## src/rtl/nd_sched_pkg.sv

```systemverilog
// Shared types and constants for the non-data packet write scheduler.
package nd_sched_pkg;

    typedef enum logic {
        IDLE = 1'b0,
        XFER = 1'b1
    } state_t;

    localparam int unsigned MAX_PKT_LEN = 3;

    // Handshake PIDs produced by the local handshake generator
    localparam logic [7:0] PID_ACK   = 8'hD2;
    localparam logic [7:0] PID_NAK   = 8'h5A;
    localparam logic [7:0] PID_STALL = 8'h1E;

endpackage

```

## src/rtl/nd_occ_counter.sv

```systemverilog
// Up/down FIFO occupancy tracker, saturating at 0 and DEPTH.
module nd_occ_counter #(
    parameter int unsigned DEPTH = 50,
    parameter int unsigned CNT_W = $clog2(DEPTH + 1)
) (
    input  logic             clk,
    input  logic             n_rst,
    input  logic             wr,
    input  logic             rd,
    output logic [CNT_W-1:0] count
);

    logic [CNT_W-1:0] count_q, count_d;

    always_comb begin
        count_d = count_q;
        if (wr && !rd) begin
            if (count_q != CNT_W'(DEPTH)) count_d = count_q + 1'b1;
        end else if (rd && !wr) begin
            if (count_q != '0) count_d = count_q - 1'b1;
        end
    end

    always_ff @(posedge clk or negedge n_rst) begin
        if (!n_rst) count_q <= '0;
        else        count_q <= count_d;
    end

    assign count = count_q;

endmodule

```

## src/rtl/nd_pkt_sched.sv

```systemverilog
// Two-source packet write scheduler: grants a whole packet only when the FIFO
// has room for it, then streams its bytes back-to-back.
module nd_pkt_sched
    import nd_sched_pkg::*;
#(
    parameter int unsigned DEPTH  = 50,
    parameter int unsigned DATA_W = 8,
    parameter int unsigned LEN_W  = 2,
    parameter int unsigned CNT_W  = $clog2(DEPTH + 1)
) (
    input  logic              clk,
    input  logic              n_rst,
    input  logic [1:0]        req,
    input  logic [LEN_W-1:0]  len0,
    input  logic [LEN_W-1:0]  len1,
    input  logic [DATA_W-1:0] data0,
    input  logic [DATA_W-1:0] data1,
    output logic [1:0]        byte_ack,
    output logic [1:0]        pkt_done,
    output logic              fifo_w_enable,
    output logic [DATA_W-1:0] fifo_w_data,
    input  logic              fifo_r_enable,
    input  logic              fifo_empty,
    input  logic              fifo_full,
    output logic [CNT_W-1:0]  occupancy,
    output logic              busy
);

    state_t           state_q, state_d;
    logic             sel_q, sel_d;
    logic             rr_q, rr_d;
    logic [LEN_W-1:0] rem_q, rem_d;
    logic [CNT_W-1:0] free;
    logic [1:0]       elig;
    logic             last;

    nd_occ_counter #(
        .DEPTH (DEPTH),
        .CNT_W (CNT_W)
    ) u_occ (
        .clk   (clk),
        .n_rst (n_rst),
        .wr    (fifo_w_enable),
        .rd    (fifo_r_enable & ~fifo_empty),
        .count (occupancy)
    );

    assign free = CNT_W'(DEPTH) - occupancy;

    // Reserve room for the whole packet up front so packets never split
    assign elig[0] = req[0] && (len0 != '0) && (CNT_W'(len0) <= free);
    assign elig[1] = req[1] && (len1 != '0) && (CNT_W'(len1) <= free);

    always_comb begin
        state_d = state_q;
        sel_d   = sel_q;
        rr_d    = rr_q;
        rem_d   = rem_q;
        case (state_q)
            IDLE: begin
                if (|elig) begin
                    sel_d   = (&elig) ? rr_q : elig[1];
                    rem_d   = sel_d ? len1 : len0;
                    state_d = XFER;
                end
            end
            XFER: begin
                rem_d = rem_q - 1'b1;
                if (rem_q == LEN_W'(1)) begin
                    rr_d    = ~sel_q;
                    state_d = IDLE;
                end
            end
            default: state_d = IDLE;
        endcase
    end

    always_ff @(posedge clk or negedge n_rst) begin
        if (!n_rst) begin
            state_q <= IDLE;
            sel_q   <= 1'b0;
            rr_q    <= 1'b0;
            rem_q   <= '0;
        end else begin
            state_q <= state_d;
            sel_q   <= sel_d;
            rr_q    <= rr_d;
            rem_q   <= rem_d;
        end
    end

    assign busy          = (state_q == XFER);
    assign last          = busy && (rem_q == LEN_W'(1));
    assign fifo_w_enable = busy;
    assign fifo_w_data   = busy ? (sel_q ? data1 : data0) : '0;
    assign byte_ack      = busy ? (sel_q ? 2'b10 : 2'b01) : 2'b00;
    assign pkt_done      = last ? byte_ack : 2'b00;

    no_write_when_full: assert property (
        @(posedge clk) disable iff (!n_rst) fifo_w_enable |-> !fifo_full
    );

endmodule

```

## config.mk

```make
export PLATFORM = sky130hd
export DESIGN_NAME = nd_pkt_sched
export DESIGN_NICKNAME = d
export VERILOG_FILES = /design/src/rtl/nd_sched_pkg.sv /design/src/rtl/nd_occ_counter.sv /design/src/rtl/nd_pkt_sched.sv
export SDC_FILE = /design/constraint.sdc
export NUM_CORES = 1
export LEC_CHECK = 0
export CAP_MARGIN = 20
export CORE_MARGIN = 2
export CORE_UTILIZATION = 42
export DETAILED_ROUTE_END_ITERATION = 16
export GPL_ROUTABILITY_DRIVEN = 0
export PLACE_DENSITY = 0.8
export REMOVE_ABC_BUFFERS = 1
export SETUP_SLACK_MARGIN = 0.2
export SYNTH_ARGS = -nofsm -noshare
export SYNTH_HDL_FRONTEND = slang
export SYNTH_HIERARCHICAL = 1
export SYNTH_SLANG_ARGS = --single-unit
```

## constraint.sdc

```tcl
create_clock -name clk -period 2.9 [get_ports clk]
set_input_delay 0.58 -clock clk [delete_from_list [all_inputs] [get_ports clk]]
set_output_delay 0.58 -clock clk [all_outputs]
set_load 0.01 [all_outputs]
```

# [Yosys cells after proc, flatten, opt, wreduce, memory -nomap -nowiden]
# Cells that the tools add are included.
# Widths: inputs -> output; s select.
[classes] magnitude_cmp=2 mux=16 add_sub_neg=4 eq_ne=4 bitwise=4 n_reduce_logical=19
[op_table] cell="$mux 6" count=4
[op_table] cell="$mux 8" count=2
[op_table] cell="$le 2x6->1" count=2
[op_table] cell="$mux 2" count=5
[op_table] cell="$reduce_bool 2->1" count=4
[op_table] cell="$logic_and 1x1->1" count=7
[op_table] cell="$add 6x1->6 const B" count=1
[op_table] cell="$ne 6x6->1 const B" count=1
[op_table] cell="$reduce_and 2->1" count=3
[op_table] cell="$reduce_bool 6->1" count=1
[op_table] cell="$sub 6x1->6 const B" count=1
[op_table] cell="$sub 6x6->6 const A" count=1
[op_table] cell="$ne 2x2->1 const B" count=2
[op_table] cell="$pmux 2 s2" count=1
[op_table] cell="$mux 1" count=3
[op_table] cell="$not 1->1" count=3
[op_table] cell="$reduce_and 3->1" count=1
[op_table] cell="$eq 2x1->1 const B" count=1
[op_table] cell="$logic_not 1->1" count=2
[op_table] cell="$pmux 1 s2" count=1
[op_table] cell="$reduce_or 2->1" count=1
[op_table] cell="$sub 2x1->2 const B" count=1
[op_table] cell="$and 1x1->1" count=1
[totals] input_bits=27 regBits=11 word_cells=54

# [Depth between registers and ports, before layout]
# Gate-level depths: netlist of run 1.
[depth] depth_word=8 depth_mapped=10

# [By module]
# The synthesis of run 1 kept the hierarchy.
[modules_own_cells] module="nd_pkt_sched" cells_each=76 area_each_um2=643.1 n_inst=1
[modules_own_cells] module="nd_occ_counter" cells_each=42 area_each_um2=450.4 n_inst=1

# [Worst setup path after synthesis of run 1]
# No wires, ideal clock.
[synth_timing] path_type="input-to-reg" start="in fifo_r_enable" end="reg u_occ.count_q[1], in the netlist u_occ/count[1]" slack_ns=0.485 cell_stages=7 arrival_ns=2.287 t_required_ns=2.772 path_cell_list="nor2b_1 inv_1 ha_1 or4_4 a2111oi_4 nor2_2 mux2_1"
[synth_via] elab_chain_cells=5 elab_cells_between_ends=9
[synth_lines] item="start, declared" line="nd_pkt_sched.sv:22" text="input logic fifo_r_enable,"
[synth_lines] item="$and 1x1->1 *" line="nd_pkt_sched.sv:44" text=".rd (fifo_r_enable & ~fifo_empty),"
[synth_lines] item="$logic_not 1->1" line="nd_occ_counter.sv:17" text="if (wr && !rd) begin"
[synth_lines] item="$logic_and 1x1->1" line="nd_occ_counter.sv:17"
[synth_lines] item="$ne 2x2->1 (no source line) / $reduce_bool 2->1 (equally long branches)"
[synth_lines] item="$reduce_and 3->1 (no source line)"
[synth_lines] item="end signal, assigned" line="nd_occ_counter.sv:26" text="else count_q <= count_d;"
[synth_lines] item="end, declared" line="nd_occ_counter.sv:13" text="logic [CNT_W-1:0] count_q, count_d;"
# Mark *: on every way between the ends. The rest lies on a longest branch, timed or not.
# A chain may end at the register's enable or synchronous reset.

# [Worst setup path after layout of run 1]
[layout_timing] start="in fifo_r_enable" end="reg u_occ.count_q[5], in the netlist u_occ/count[5]"
# The elaborated chain is that of the path after synthesis.

==> metrics.txt, run 1 <==
Leak=roughly 0.7 nW; Buffers on Ports=45; die width=roughly 55 µm; final WL=2.85 mm; Switch Pwr=approximately 770 µW; starting density of the core=0.441; slack of the critical path=between 0.2 and 0.3 ns; Post-Place Cells=around 200; Syn. warnings=6; Tcrit/Tclk final=0.900; clk_skew=0.00659 ns; WP data required=between 3 and 4 ns; die area=between 0.003 and 0.004 mm²; DR vias/cell=between 5 and 6; DP Wirelength=2.30 mm; final net count=210; Diodes inserted=0; chip height=roughly 55 µm; TNS Setup=0 ns; syn_area_per_cell=around 9.3 µm²; FP Rows=18; number of DRC markers in iteration 0=19; CP Cell Sequence=clkdlybuf4s50_1 > nor2b_1 > inv_1 > ha_1 > inv_1 > ha_1 > a211oi_2 > nor2_1 > or4_1 > nand4_1 > xnor2_1; vias in the first global route=between 1,000 and 1,500; Worst Setup End Kind=flip-flop; slew margin rel.=0.656; crit path time final=about 2.6 ns; Detail Route Antenna Nets=0; startpoint types=input port; max-cap check violation count=0; slowest stage cell, crit path=clkdlybuf4s50_1; Root Buffer=clkbuf_4; Layout fillers=between 200 and 250; Synth-to-Final Area Change=50.6%; Post-CTS Setup Repair Bufs=0; initial antenna violation count=0; DRC Markers=0; RSZ-0062 raised after global routing=true; Core Region=around 0.0025 mm²; Sw Ratio=0.441; total global-route track usage=0.198; layout cells sized above 1=0.124; Critical path buffers and inverters=3; Max stage delay on crit path=around 0.44 ns; combinational power share=0.728; Least-Margin Pin Slew=approximately 0.51 ns; first-pass GRT wire length=around 4.3 mm; Avg WL per Cell=14.2 µm; Post-Syn Instances=around 120; Clock Path Buffers=2; Area after DPL=approximately 0.0016 mm²; PD cells=~1100 mW/mm²; post-synthesis sequential area ratio=0.252; Setup violations, final=0; post-place setup slack=-0.0276 ns; TritonCTS clock tree=done; FMAX=approximately 380 MHz; Max FO, Critical Path=5; pin count of the biggest net entering global routing=23; CTS clk-pin slew, worst paths=approximately 0.07 ns; Design Area, Final=roughly 0.0016 mm²; Synth Cell Area=around 0.0011 mm²; Pre-Repair DR Iteration Count=4; Top Family by Delay on Critical Path=simple AND/OR/NAND/NOR gates; Hold Worst Slack=around 0.55 ns; clock share of power=0.062; Hold Path Class=flip-flop to flip-flop; H-tree depth=1; final core occ=0.665; Netlist cell types=41; # IOs=between 40 and 50; Peak VDD IR=~0.8 mV; post-synthesis register bit count=11; grt total ovfl=0; Crit path arrival time=2.81 ns; P_int=about 970 µW; Vias=roughly 1,100; clk sinks=11; Skew-Pair Late Insertion Delay=between 0.2 and 0.3 ns; PnR Total Power=around 1.7 mW; final hold violations=0; status=finished clean; Final Non-Filler Cells=200; CTS buffer count=3; Max Slew Vio Count=0; critical path type=input port to flip-flop; Seq pwr share=0.210
final timing paths:
check	from	endpoint	slack, ns	depth (start not counted)
max reg2reg	u_occ/count[1]	rem_q[1]	0.50	8
max	fifo_r_enable	u_occ/count[5]	0.29	11
min in group asynchronous	n_rst	u_occ/count[4]	0.64	1
min	rr_q	rr_q	0.55	2
max in group asynchronous	n_rst	sel_q	1.91	1
min reg2reg	rr_q	rr_q	0.55	2
cells in the mapped netlist:
cell | number | area (µm²)
dfrtp_1 | 11 | 275
a2111oi_4 | 1 | 27.5
and2_1 | 2 | 12.5
nor3b_1 | 1 | 7.51
a221o_2 | 1 | 11.3
buf_4 | 1 | 7.51
clkbuf_1 | 2 | 7.51
a21o_1 | 2 | 15.0
a32o_1 | 1 | 10.0
xnor2_1 | 3 | 26.3
buf_1 | 1 | 3.75
nand2_1 | 4 | 15.0
nor3_2 | 1 | 10.0
a211oi_2 | 1 | 12.5
fa_1 | 1 | 20.0
o21ai_0 | 4 | 20.0
a22oi_2 | 1 | 12.5
ha_1 | 11 | 138
inv_1 | 6 | 22.5
o211ai_2 | 1 | 12.5
o21ai_1 | 3 | 15.0
nand3_1 | 1 | 5.00
nand2b_4 | 1 | 13.8
o2111a_1 | 1 | 11.3
nor2b_2 | 1 | 8.76
nor3_1 | 2 | 10.0
o21a_1 | 1 | 7.51
nor2_1 | 7 | 26.3
nand4_1 | 2 | 12.5
nand2b_1 | 1 | 6.26
or4_4 | 1 | 11.3
mux2i_1 | 9 | 90.1
mux2_1 | 2 | 22.5
nor2_2 | 1 | 6.26
a21oi_1 | 8 | 40.0
a211oi_1 | 2 | 15.0
nor2b_1 | 14 | 87.6
and3_1 | 2 | 12.5
o41ai_1 | 1 | 8.76
or4_1 | 1 | 7.51
xor2_1 | 1 | 8.76
cells by family (layout without fill, tap and decap cells):
group | Yosys count | in the layout | synth area share
AOI/OAI and AO/OA | 28 | 28 | 0.200
xor gates and xnor gates | 4 | 4 | 0.0320
adders and majority gates | 12 | 12 | 0.144
buffers and inverters | 10 | 62 | 0.0378
DFF | 11 | 11 | 0.252
muxes | 11 | 11 | 0.103
and+or+nand+nor | 42 | 42 | 0.231
worst reg2reg max path: cells and delay by family, from the launching register on:
family | cells | cell delay (ns)
AO/OA/AOI/OAI | 3 | 0.87
adder cells (fa/ha/maj) | 2 | 0.67
flip-flops | 1 | 0.50
AND/OR/NAND/NOR | 3 | 0.27
timing repair:
| action | in CTS | in global routing |
|---|---|---|
| endpoints found under the setup margin | 0 | 5 |
| gates resized for setup | 0 | 2 |
| hold buffers | 0 | 0 |
per-layer routing:
layer  vias up  track usage  wire [µm]
met1       495        0.188       1050
met3         8       0.0591        308
met4         0       0.0894         62
li1        529            -          -
met2        49        0.383       1420
met5         -            0          0
layout by cell type, fill, tap and decap left out, types with 2 or more instances in the layout:
master	instances
clkdlybuf4s50_1	45
nand4_1	2
clkbuf_4	3
mux2_1	2
xnor2_1	3
and3_1	2
mux2i_1	9
nor3_1	2
a211oi_2	2
dfrtp_1	11
o21ai_1	4
a21oi_1	8
a21o_1	2
buf_4	7
and2_1	2
nand2_1	4
nor2_1	7
ha_1	11
inv_1	6
nor2b_1	14
o21ai_0	3
power groups by stage:
stage                     logic [mW]  registers (mW)  clock network, mW
final                           1.27           0.366              0.108
after detailed placement        1.24           0.370                  0
after floorplan                0.699           0.399                  0
after global routing            1.40           0.381              0.118
after global placement          1.17           0.363                  0
after CTS                       1.25           0.368              0.112
state kept, by name (all words and copies together) (netlist names):
| name | cells |
|---|---|
| u_occ/count | 6 |
| rem_q | 2 |
| busy | 1 |
| rr_q | 1 |
| sel_q | 1 |
final cells by class:
class | count | area (µm²) | area share
multi-input cells | 97 | 782 | 0.475
repair buffers | 52 | 503 | 0.305
flip-flops and latches | 11 | 275 | 0.167
well taps | 30 | 37.5 | 0.0228
clock buffers | 4 | 26.3 | 0.0160
inverters | 6 | 22.5 | 0.0137
(Power assumes the default switching activity.)
==> run 2, diff against run 1 <==
MAX_ROUTING_LAYER = met4   (was default)
==> metrics.txt, run 2 (same netlist as run 1, synthesis figures left out) <==
status=finished clean; final hold violations=0 (unchanged); PD cells=1060 mW/mm² (about the same); slack of the critical path=0.294 ns (+0.00532 ns); CP Cell Sequence=clkdlybuf4s50_1 > nor2b_1 > inv_1 > ha_1 > inv_1 > ha_1 > a211oi_2 > nor2_1 > or4_1 > nand4_1 > xnor2_1; Crit path arrival time=2.81 ns (about the same); RSZ-0062 raised after global routing=true; clk_skew=0.00385 ns (-0.00274 ns); initial antenna violation count=0 (unchanged); Synth-to-Final Area Change=50.6% (unchanged); die area=0.00303 mm² (unchanged); Tcrit/Tclk final=0.899 (-0.00183); Max Slew Vio Count=0 (unchanged); final net count=210 (unchanged); Root Buffer=clkbuf_4; post-place setup slack=-0.0276 ns (unchanged); grt total ovfl=0 (unchanged); Clock Path Buffers=2 (unchanged); DR vias/cell=5.50 (+1.7%); Diodes inserted=0 (unchanged); Core Region=0.00248 mm² (unchanged); number of flip-flops in the largest register=6 (unchanged); PnR Total Power=1.74 mW (about the same); Max stage delay on crit path=0.44 ns (about the same); Max FO, Critical Path=5 (unchanged); Top Family by Delay on Critical Path=simple AND/OR/NAND/NOR gates; Avg WL per Cell=14.2 µm (-0.49%); critical path type=input port to flip-flop; Critical path buffers and inverters=3 (unchanged); Setup violations, final=0 (unchanged); starting density of the core=0.441 (unchanged); startpoint types=input port; Buffers on Ports=45 (unchanged); CTS buffer count=3 (unchanged); first-pass GRT wire length=4.35 mm (+0.32%); number of DRC markers in iteration 0=30 (+11); Least-Margin Pin Slew=0.525 ns (+0.0112 ns); slowest stage cell, crit path=clkdlybuf4s50_1; FMAX=384 MHz (+0.20%); H-tree depth=1 (unchanged); DP Wirelength=2.30 mm (unchanged); Hold Path Class=flip-flop to flip-flop; # IOs=47 (unchanged); TritonCTS clock tree=done; slew margin rel.=0.649 (-0.00748); Peak VDD IR=0.778 mV (-0.39%); hold buffers post-CTS=0 (unchanged); Worst Setup End Kind=flip-flop; total global-route track usage=0.205 (+0.00727); Leak=0.691 nW (unchanged); crit path time final=2.61 ns (-0.00531 ns); DRC Markers=0 (unchanged); clk sinks=11 (unchanged); die width=55.0 µm (unchanged); Skew-Pair Late Insertion Delay=0.27 ns (about the same); vias in the first global route=1,053 (-0.57%); Detail Route Antenna Nets=0 (unchanged); Vias=1,099 (+1.7%); commonest non-fill, non-tap cell in the layout=clkdlybuf4s50_1; Pre-Repair DR Iteration Count=4 (unchanged); pin count of the biggest net entering global routing=23 (unchanged); FP Rows=18 (unchanged); CTS clk-pin slew, worst paths=0.07 ns (about the same); max-cap check violation count=0 (unchanged); most frequent cells in the layout=clkdlybuf4s50_1 (45), nor2b_1 (14), ha_1 (11), dfrtp_1 (11), mux2i_1 (9); final WL=2.83 mm (-0.49%); chip height=55.0 µm (unchanged); WP data required=3.10 ns (about the same); layout cells sized above 1=0.124 (unchanged); Post-CTS Setup Repair Bufs=0 (unchanged)
-- run 2: cell counts in the layout (fill, tap and decap cells not counted) --
No cell type changed its count.
-- run 2: path summary, 6_finish.rpt --
check,start,slack [ns],to,cells after the start
worst max-delay path,fifo_r_enable,0.29,u_occ/count[5],11
worst min-delay path,rr_q,0.55,rr_q,2
worst max register to register,u_occ/count[1],0.49,rem_q[1],8
worst min register to register,rr_q,0.55,rr_q,2
max in group asynchronous,n_rst,1.90,sel_q,1
min in group asynchronous,n_rst,0.65,u_occ/count[4],1
-- run 2: layout make-up --
cell class                      instances  area, µm²
Clock buffer                            4       26.3
Tap cell                               30       37.5
Sequential cell                        11        275
Timing Repair Buffer                   52        503
Inverter                                6       22.5
Multi-Input combinational cell         97        782
Fill cell                             211        831
-- run 2: per-stage QoR --
stage                     area (µm²)  TNS [ns]  cells   util  hold slack [ns]
after floorplan                 1070         0    114      -            0.284
after global placement          1620         0    196  0.652            0.523
after detailed placement        1620   -0.0778    196  0.652            0.538
after CTS                       1640         0    200  0.663            0.556
after global routing            1650         0    200  0.665            0.569
final                           1650         0    200  0.665            0.552
-- run 2: what timing repair did --
action,CTS,global route
resized for setup,0,2
endpoints found under the hold margin,0,0
endpoints found under the setup margin,0,5
-- run 2: power by group --
| part | total [mW] | switching [mW] | leakage (nW) | internal (mW) |
|---|---|---|---|---|
| Clock | 0.109 | 0.0559 | 0.0150 | 0.0533 |
| Sequential | 0.366 | 0.131 | 0.126 | 0.235 |
| Combinational | 1.26 | 0.578 | 0.550 | 0.686 |
-- run 2: routing by layer --
metal	vias up	part of all wire	global-route usage
met5	-	0	-
met4	0	0.024	0.0894
met3	10	0.11	0.0672
met2	57	0.50	0.383
met1	502	0.37	0.188
li1	530	-	-
-- run 2: worst register-to-register path: stages, from the launching register on --
cell      delay, ns
dfrtp_1        0.50
ha_1           0.37
ha_1           0.30
nor2b_1        0.13
o21ai_0        0.35
a221o_2        0.30
nand2b_4       0.07
a211oi_2       0.22
nor3_2         0.07
==> run 3, diff against run 2 <==
SLEW_MARGIN = 10   (was default)
==> results of run 3 <==
Final layout, timing and power as in run 2 (identical DEF).
